### config.mk
export PLATFORM = sky130hd
export DESIGN_NAME = fp16_maxunpool2d_stream_flat
export DESIGN_NICKNAME = d
export VERILOG_FILES = /design/src/rtl/fp16_pkg.sv /design/src/rtl/fp16_maxunpool2d_stream_if.sv /design/src/rtl/fp16_maxunpool2d_stream.sv /design/src/flat_wrapper.sv
export SDC_FILE = /design/constraint.sdc
export NUM_CORES = 1
export LEC_CHECK = 0
export ABC_AREA = 1
export CAP_MARGIN = 5
export CORE_MARGIN = 10
export CORE_UTILIZATION = 45
export DETAILED_ROUTE_END_ITERATION = 16
export PLACE_DENSITY_LB_ADDON = 0.12
export SYNTH_ARGS = -nofsm -noshare
export SYNTH_HDL_FRONTEND = slang
export SYNTH_SLANG_ARGS = --single-unit
### constraint.sdc
create_clock -name clk -period 1.55 [get_ports clk]
set_clock_uncertainty 0.2 [all_clocks]
set_input_delay 0.31 -clock clk [delete_from_list [all_inputs] [get_ports clk]]
set_output_delay 0.31 -clock clk [all_outputs]
set_load 0.02 [all_outputs]
### src/rtl/fp16_pkg.sv
// Shared FP16 constants, pooling-window geometry, unpool FSM states and slot mux helper.
// Pure definitions: no latency, no flow control.
package fp16_pkg;

  localparam int              FP16_W        = 16;
  localparam logic [15:0]     FP16_POS_ZERO = 16'h0000;
  localparam logic [15:0]     FP16_NEG_ZERO = 16'h8000;
  localparam int              FP16_SIGN_BIT = 15;
  localparam int              POOL_WIN      = 4;
  localparam int              POOL_IDX_W    = 2;

  typedef enum logic {
    IDLE = 1'b0,
    EMIT = 1'b1
  } unpool_state_t;

  // The argmax slot carries the raw bits; every other slot is +0.0, never -0.0.
  function automatic logic [FP16_W-1:0] slot_val(
    input logic [POOL_IDX_W-1:0] pos,
    input logic [POOL_IDX_W-1:0] idx,
    input logic [FP16_W-1:0]     value
  );
    return (pos == idx) ? value : FP16_POS_ZERO;
  endfunction

  function automatic logic is_neg_nonzero(input logic [FP16_W-1:0] value);
    return value[FP16_SIGN_BIT] && (value[FP16_SIGN_BIT-1:0] != '0);
  endfunction

endpackage

### src/rtl/fp16_maxunpool2d_stream_if.sv
// Pooled-beat input stream and unpooled-element output stream for the 2x2 max-unpool stage.
// slave = the unpool block, master = the side driving beats and consuming elements.
interface fp16_maxunpool2d_stream_if;
  import fp16_pkg::*;

  logic                  in_valid;
  logic                  in_ready;
  logic [FP16_W-1:0]     in_value;
  logic [POOL_IDX_W-1:0] in_idx;
  logic                  in_last;
  logic                  out_valid;
  logic                  out_ready;
  logic [FP16_W-1:0]     out_data;
  logic [POOL_IDX_W-1:0] out_pos;
  logic                  out_last;

  modport slave (
    input  in_valid, in_value, in_idx, in_last, out_ready,
    output in_ready, out_valid, out_data, out_pos, out_last
  );

  modport master (
    output in_valid, in_value, in_idx, in_last, out_ready,
    input  in_ready, out_valid, out_data, out_pos, out_last
  );
endinterface

### src/rtl/fp16_maxunpool2d_stream.sv
// Expands one pooled FP16 value + argmax index into a serial 2x2 window, one element per cycle.
// First element valid the cycle after acceptance; outputs hold under backpressure, next beat taken in the pos==3 cycle.
module fp16_maxunpool2d_stream
  import fp16_pkg::*;
#(
  parameter int DATA_W = FP16_W,
  parameter int WIN    = POOL_WIN,
  parameter int IDX_W  = POOL_IDX_W
) (
  input  logic                          clk,
  input  logic                          rst_n,
  fp16_maxunpool2d_stream_if.slave      s,
  output logic                          busy,
  output logic                          err_neg
);

  localparam logic [IDX_W-1:0] LAST_POS = IDX_W'(WIN - 1);

  unpool_state_t     r_state;
  logic [IDX_W-1:0]  r_pos;
  logic [DATA_W-1:0] r_value;
  logic [IDX_W-1:0]  r_idx;
  logic              r_last;
  logic              r_err;
  logic              r_out_valid;
  logic [DATA_W-1:0] r_out_data;
  logic [IDX_W-1:0]  r_out_pos;
  logic              r_out_last;

  logic              w_in_ready;
  logic              w_accept;
  logic [IDX_W-1:0]  w_nxt_pos;

  // The only combinational path: out_ready frees the slot during the final element.
  assign w_in_ready = (r_state == IDLE) ||
                      ((r_state == EMIT) && (r_pos == LAST_POS) && s.out_ready);
  assign w_accept   = s.in_valid && w_in_ready;
  assign w_nxt_pos  = r_pos + 1'b1;

  always_ff @(posedge clk) begin
    if (!rst_n) begin
      r_state     <= IDLE;
      r_pos       <= '0;
      r_value     <= '0;
      r_idx       <= '0;
      r_last      <= 1'b0;
      r_err       <= 1'b0;
      r_out_valid <= 1'b0;
      r_out_data  <= FP16_POS_ZERO;
      r_out_pos   <= '0;
      r_out_last  <= 1'b0;
    end else if (w_accept) begin
      r_state     <= EMIT;
      r_pos       <= '0;
      r_value     <= s.in_value;
      r_idx       <= s.in_idx;
      r_last      <= s.in_last;
      r_out_valid <= 1'b1;
      r_out_data  <= slot_val('0, s.in_idx, s.in_value);
      r_out_pos   <= '0;
      r_out_last  <= 1'b0;
      if (is_neg_nonzero(s.in_value)) begin
        r_err <= 1'b1;
      end
    end else if ((r_state == EMIT) && s.out_ready) begin
      if (r_pos != LAST_POS) begin
        r_pos      <= w_nxt_pos;
        r_out_data <= slot_val(w_nxt_pos, r_idx, r_value);
        r_out_pos  <= w_nxt_pos;
        r_out_last <= r_last && (w_nxt_pos == LAST_POS);
      end else begin
        r_state     <= IDLE;
        r_pos       <= '0;
        r_out_valid <= 1'b0;
        r_out_data  <= FP16_POS_ZERO;
        r_out_pos   <= '0;
        r_out_last  <= 1'b0;
      end
    end
  end

  assign s.in_ready  = w_in_ready;
  assign s.out_valid = r_out_valid;
  assign s.out_data  = r_out_data;
  assign s.out_pos   = r_out_pos;
  assign s.out_last  = r_out_last;
  assign busy        = (r_state == EMIT);
  assign err_neg     = r_err;

endmodule
### src/flat_wrapper.sv
// flat-port wrapper written by rule: the top's interface ports become plain ports
module fp16_maxunpool2d_stream_flat import fp16_pkg::*;
#(
  parameter int DATA_W = FP16_W,
  parameter int WIN    = POOL_WIN,
  parameter int IDX_W  = POOL_IDX_W
)
  (clk, rst_n, busy, err_neg, s_in_valid, s_in_value, s_in_idx, s_in_last, s_out_ready, s_in_ready, s_out_valid, s_out_data, s_out_pos, s_out_last);
  fp16_maxunpool2d_stream_if s_i ();
  input  logic clk;
  input  logic rst_n;
  output logic busy;
  output logic err_neg;
  input wire logic [$bits(s_i.in_valid)-1:0] s_in_valid;
  input wire logic [$bits(s_i.in_value)-1:0] s_in_value;
  input wire logic [$bits(s_i.in_idx)-1:0] s_in_idx;
  input wire logic [$bits(s_i.in_last)-1:0] s_in_last;
  input wire logic [$bits(s_i.out_ready)-1:0] s_out_ready;
  output wire logic [$bits(s_i.in_ready)-1:0] s_in_ready;
  output wire logic [$bits(s_i.out_valid)-1:0] s_out_valid;
  output wire logic [$bits(s_i.out_data)-1:0] s_out_data;
  output wire logic [$bits(s_i.out_pos)-1:0] s_out_pos;
  output wire logic [$bits(s_i.out_last)-1:0] s_out_last;
  assign s_i.in_valid = s_in_valid;
  assign s_i.in_value = s_in_value;
  assign s_i.in_idx = s_in_idx;
  assign s_i.in_last = s_in_last;
  assign s_i.out_ready = s_out_ready;
  assign s_in_ready = s_i.in_ready;
  assign s_out_valid = s_i.out_valid;
  assign s_out_data = s_i.out_data;
  assign s_out_pos = s_i.out_pos;
  assign s_out_last = s_i.out_last;
  fp16_maxunpool2d_stream #(.DATA_W(DATA_W), .WIN(WIN), .IDX_W(IDX_W)) u_core (.clk(clk), .rst_n(rst_n), .s(s_i), .busy(busy), .err_neg(err_neg));
endmodule
* After elaboration in Yosys (flattened, before gate mapping)
Index checks and enable logic that the tools add are counted.
** Cells by class
- Reductions and logical operators :: 13
- Equality and inequality tests :: 5
- Multiplexer cells :: 10
- Add/sub/neg operators :: 1
- Bitwise logic cells :: 2
** Operators with widths (count)
- $mux W16 :: 5
- $reduce_bool A15 Y1 :: 1
- $logic_and A1 B1 Y1 :: 6
- $eq A2 B2 Y1 const B :: 2
- $mux W1 :: 4
- $reduce_and A2 Y1 :: 2
- $add A2 B1 Y2 const B :: 1
- $eq A2 B2 Y1 :: 1
- $logic_not A2 Y1 :: 1
- $mux W2 :: 1
- $ne A2 B1 Y1 const B :: 1
- $ne A2 B2 Y1 const B :: 1
- $not A1 Y1 :: 2
- $reduce_bool A2 Y1 :: 1
- $reduce_or A2 Y1 :: 1
- $logic_or A1 B1 Y1 :: 1
** Word-level totals
- Flip-flop bits (word level) :: 40
- Word-level logic and storage cells :: 39
- Input port bits :: 23

* Longest topological paths before layout
- Word-level depth :: 7
- Gate-level depth with buffers :: 11
- Mapped depth without buffers :: 10

* Worst setup path after synthesis
Ideal clock, no wire load.
- Path type :: reg-to-reg
- Start point :: register u_core.r_pos[0]
- End point :: register u_core.r_out_data[10], in the netlist u_core.s.out_data[10]
- Setup time :: 0.056 ns
- Arrival :: 1.519 ns
- Period minus slack after synthesis :: 1.774 ns
- Data required time :: 1.294 ns
- Slack :: -0.224 ns
- Cell stages (with the launch flop) :: 12
- Path through :: dfxtp_1 inv_2 ha_1 inv_1 nand2_1 nand2_1 nor2_4 buf_4 nand2_1 nand3_1 nand2_1 inv_1
** Between the ends
- Cells in the longest elaborated chain, start to end :: 6
- Elaborated cells on any way between the ends :: 13
- Classes of those cells :: add/sub (1); eq/ne (3); mux (4); reduce/logical (5)
** Ends and longest elaborated chain
- start, declared :: RTL line fp16_maxunpool2d_stream.sv:20 : logic [IDX_W-1:0] r_pos;
- start signal, assigned :: RTL line fp16_maxunpool2d_stream.sv:67 : r_pos <= w_nxt_pos;
- $add A2 B1 Y2 or $eq A2 B2 Y1 (tied branches) :: RTL line fp16_maxunpool2d_stream.sv:38, fp16_maxunpool2d_stream.sv:36
- $eq A2 B2 Y1 or $logic_and A1 B1 Y1 (tied branches) :: RTL line fp16_pkg.sv:23, fp16_maxunpool2d_stream.sv:36
- $mux W16 or $logic_and A1 B1 Y1 (tied branches) :: RTL line fp16_pkg.sv:23, fp16_maxunpool2d_stream.sv:36
- $mux W16 or $logic_or A1 B1 Y1 (tied branches) :: RTL line fp16_maxunpool2d_stream.sv:66, fp16_maxunpool2d_stream.sv:35
- $mux W16 or $logic_and A1 B1 Y1 (tied branches) :: RTL line fp16_maxunpool2d_stream.sv:65, fp16_maxunpool2d_stream.sv:37
- $mux W16 or $reduce_bool A2 Y1 (tied branches)
- end signal, assigned :: RTL line fp16_maxunpool2d_stream.sv:59 : r_out_data <= slot_val('0, s.in_idx, s.in_value);
- end signal, assigned :: RTL line fp16_maxunpool2d_stream.sv:68 : r_out_data <= slot_val(w_nxt_pos, r_idx, r_value);
- end, declared :: RTL line fp16_maxunpool2d_stream.sv:26 : logic [DATA_W-1:0] r_out_data;
Parallel ways exist; a longest one is shown, timed or not. The select of a mux whose other input is x is not followed.
A chain may end at the register's enable or synchronous reset.

* Final worst setup path
- Start point :: register u_core.r_pos[0]
- End point :: register u_core.r_out_data[14], in the netlist u_core.s.out_data[14]
The elaborated chain is that of the path after synthesis.

==> qor_table.md <==
| Metric | Value |
|---|---|
| Slowest Stage Delay on Critical Path | 0.36 ns |
| Leakage component of the power | 1.636 nW |
| WP data required | 1.60 ns |
| Post-route fraction of the period consumed by the critical path | 1.109 |
| Layout-stage area growth over the synthesis result | 67.85% |
| Mean routed wirelength per cell | 15.30 um |
| Min setup slack post-route | -0.1685 ns |
| Origin of the worst min-delay path | rst_n |
| First-pass iteration count of the detailed router | 4 |
| Transition time of the tightest slew-check pin | 0.3672 ns |
| Number of input and output port buffers inserted | 45 |
| Floorplan die width | 86.74 um |
| Post-synth net total | 325 |
| TritonCTS clock tree | done |
| Crit path time final | 1.718 ns |
| Maximum resistive drop on vdd | 0.4739 mV |
| Wire length of the first global-routing pass | 9011 um |
| Drt drc | 0 |
| GRT Total Usage | 0.1458 |
| Initial standard-cell utilization of the core | 0.4635 |
| Number of endpoints failing setup at the final stage | 30 |
| DP Wirelength | 3883 um |
| Routed vias | 2213 |
| Number of global-route vias before repair | 1936 |
| Post-place instance area | 2806 um2 |
| Detailed Route WL | 6671 um |
| Most common flop cell mapped by yosys | sky130_fd_sc_hd__dfxtp_1 |
| Crit-path leading delay family | simple AND/OR/NAND/NOR gates |
| Height of the die | 86.74 um |
| Setup crit start kind | flip-flop |
| Final Hold Vio Count | 0 |
| Sequential fraction of the synthesis area | 0.3995 |
| Number of nets in the layout | 408 |
| Number of synthesized flops with an enable pin | 0 |
| Synth cell types | 21 |
| Synth cell count leaders | 66 x sky130_fd_sc_hd__inv_1, 62 x sky130_fd_sc_hd__nand2_1, 40 x sky130_fd_sc_hd__dfxtp_1 |
| Post-layout total power | 2.640 mW |
| Maximum number of pins on one net before global-route repair | 23 |
| Routed vias/inst | 5.076 |
| # rows | 24 |
| Headroom to the max-slew limit | 0.7548 |
| Synthesis warning total | 0 |
| Cell type contributing the most total cell area after synthesis | sky130_fd_sc_hd__dfxtp_1 |
| Share of the synthesized area in the top cell type | 0.3995 |
| Element type at the critical path end | flip-flop |
| Clock Tree Root | sky130_fd_sc_hd__clkbuf_8 |
| Average footprint of a synthesized cell | 6.681 um2 |
| Tightest Hold Check Type | in2reg |
| Share of synthesized registers carrying an async set or reset | 0 |
| Number of buffers created by CTS | 5 |
| Fmax | 581.9 MHz |
| Antenna diode count | 0 |
| RR Startpoint | u_core.r_pos[0] |
| Fraction of layout cells with a size suffix above 1 | 0.3411 |
| Most used standard cell by instance count after synthesis | sky130_fd_sc_hd__inv_1 |
| Clock latency at the later pin of the worst-skew pair | 0.30 ns |
| Remaining number of nets flagged by the antenna check after routing | 0 |
| Seq cells post-synth | 40 |
| Maximum root-to-sink buffer count | 2 |
| Critical path class | reg2reg |
| Overflow after GRT | 0 |
| Post-route cell area | 3364 um2 |
| Number of pins exceeding their max-slew limit in the final report | 0 |
| Critical path buffers and inverters | 5 |
| Worst path cell trace | buf_6, inv_4, ha_4, inv_2, nand2_2, nand2_2, nor2_4, clkbuf_16, nand2_1, nand3_1, nand2_1, inv_1 |
| Number of levels in the clock H-tree | 2 |
| Max-capacitance violation count | 0 |
| Beginning of the critical path | u_core.r_pos[0] |
| Arrival time at the worst endpoint | 1.77 ns |
| Number of DRC markers in iteration 0 | 198 |
| Violated checks | setup timing |
| Cell type of the slowest stage on the worst timing path | sky130_fd_sc_hd__dfxtp_4 |
| Final weighted congestion of routability-driven global placement | 0.7869 |
| Number of clock sinks | 40 |
| Post-synthesis instance area | 2004 um2 |
| Power Dens Cells | 784.6 nW/um2 |
| Smallest hold slack | 0.2659 ns |
| Antenna violations before repair | 0 |
| Critical path peak fanout | 8 |
| Dominant cells by area after synthesis | sky130_fd_sc_hd__dfxtp_1 40%, sky130_fd_sc_hd__inv_1 12%, sky130_fd_sc_hd__nand2_1 12%, sky130_fd_sc_hd__a21oi_1 9.0%, sky130_fd_sc_hd__nand3_1 9.0% |
| Die Outline Area | 7524 um2 |
| Synth Instances | 300 |
| Top Ports | 46 |
| Worst-path clk slew | 0.08 ns |
| Area of the core | 4324 um2 |
| Status | finished with violations |
| Setup repair after global routing missed its margin | yes |
[path summary, 6_finish.rpt]
kind,endpoint,slack (ns),cells after the start
max,u_core.s.out_data[14],-0.17,12
min,u_core.r_pos[0],0.27,3
min reg2reg,u_core.r_value[12],0.27,2
max reg2reg,u_core.s.out_data[14],-0.17,12
[worst register-to-register path: stages (launching register included)]
cell and delay, ns:
sky130_fd_sc_hd__dfxtp_4 0.36, sky130_fd_sc_hd__buf_6 0.11, sky130_fd_sc_hd__inv_4 0.04, sky130_fd_sc_hd__ha_4 0.25
sky130_fd_sc_hd__inv_2 0.03, sky130_fd_sc_hd__nand2_2 0.04, sky130_fd_sc_hd__nand2_2 0.06, sky130_fd_sc_hd__nor2_4 0.15
sky130_fd_sc_hd__clkbuf_16 0.19, sky130_fd_sc_hd__nand2_1 0.06, sky130_fd_sc_hd__nand3_1 0.07, sky130_fd_sc_hd__nand2_1 0.05
sky130_fd_sc_hd__inv_1 0.04
[flip-flops by register name (all words and copies together) (netlist names)]
signal and count:
u_core.s.out_data 16, u_core.r_last 1, u_core.r_pos 2, u_core.r_value 16, u_core.s.out_last 1, u_core.s.out_valid 1
u_core.err_neg 1, u_core.r_idx 2
[timing repair]
| action | in CTS | in global routing |
|---|---|---|
| hold buffers | 0 | 0 |
| setup buffers | 0 | 4 |
| gates resized for setup | 41 | 100 |
| pin swaps | 0 | 19 |
| cloned | 0 | 5 |
| endpoints found under the hold margin | 0 | 0 |
| endpoints found under the setup margin | 57 | 44 |
[cell type report]
cell class / count / area (um2)
timing repair buffer: 91 / 948.4
clock buffer: 8 / 90.09
multi-input combinational: 176 / 1190
sequential: 40 / 809.5
tap: 52 / 65.06
fill: 303 / 959.7
inverter: 69 / 261.5
[logic make-up after synthesis]
kind of cell	synth area share
AOI/OAI and AO/OA	0.1536
adders and majority gates	0.01248
buffers and inverters	0.1785
DFF	0.3995
and+or+nand+nor	0.2559
[stage by stage]
stage / utilization / std cells / setup WS [ns] / TNS (ns)
floorplan: - / 300 / -0.01718 / -0.1756
finish: 0.7781 / 436 / -0.1685 / -2.782
CTS: 0.6661 / 427 / -0.1393 / -1.984
global placement: 0.6490 / 419 / -0.5458 / -16.33
detailed placement: 0.6490 / 419 / -0.5494 / -17.14
global route: 0.7781 / 436 / -0.2680 / -4.972
[report_power, final]
| group | switching (mW) | internal, mW |
|---|---|---|
| Combinational | 0.421 | 0.364 |
| Clock | 0.362 | 0.363 |
| Sequential | 0.0351 | 1.09 |
| Total | 0.818 | 1.82 |
[layer usage]
metal,vias up,wire (um),GRT usage
met5,-,0,0
met4,0,158,0.04418
met3,12,555,0.05159
met2,95,3328,0.2295
met1,1010,2629,0.1818
li1,1096,-,-
[placed cells by master (no fill, tap or decap), types with 2 or more instances in the layout]
cell type,instances
sky130_fd_sc_hd__a21oi_1,10
sky130_fd_sc_hd__nand2_4,15
sky130_fd_sc_hd__nand3_1,29
sky130_fd_sc_hd__buf_2,3
sky130_fd_sc_hd__buf_12,9
sky130_fd_sc_hd__buf_6,8
sky130_fd_sc_hd__clkbuf_8,6
sky130_fd_sc_hd__buf_4,26
sky130_fd_sc_hd__dlygate4sd2_1,16
sky130_fd_sc_hd__inv_1,62
sky130_fd_sc_hd__nand2_1,41
sky130_fd_sc_hd__o21ai_2,3
sky130_fd_sc_hd__inv_2,5
sky130_fd_sc_hd__dfxtp_1,37
sky130_fd_sc_hd__ha_4,2
sky130_fd_sc_hd__clkbuf_1,2
sky130_fd_sc_hd__clkdlybuf4s50_1,20
sky130_fd_sc_hd__dfxtp_4,2
sky130_fd_sc_hd__nand3_2,7
sky130_fd_sc_hd__nor2_1,9
sky130_fd_sc_hd__o21ai_1,15
sky130_fd_sc_hd__clkbuf_16,3
sky130_fd_sc_hd__o21ai_0,3
sky130_fd_sc_hd__a21oi_4,9
sky130_fd_sc_hd__nand2_2,9
sky130_fd_sc_hd__clkdlybuf4s15_1,3
sky130_fd_sc_hd__clkbuf_2,2
sky130_fd_sc_hd__a21oi_2,18
sky130_fd_sc_hd__nand4_1,2
No activity file was read; power rests on OpenSTA's default activity.
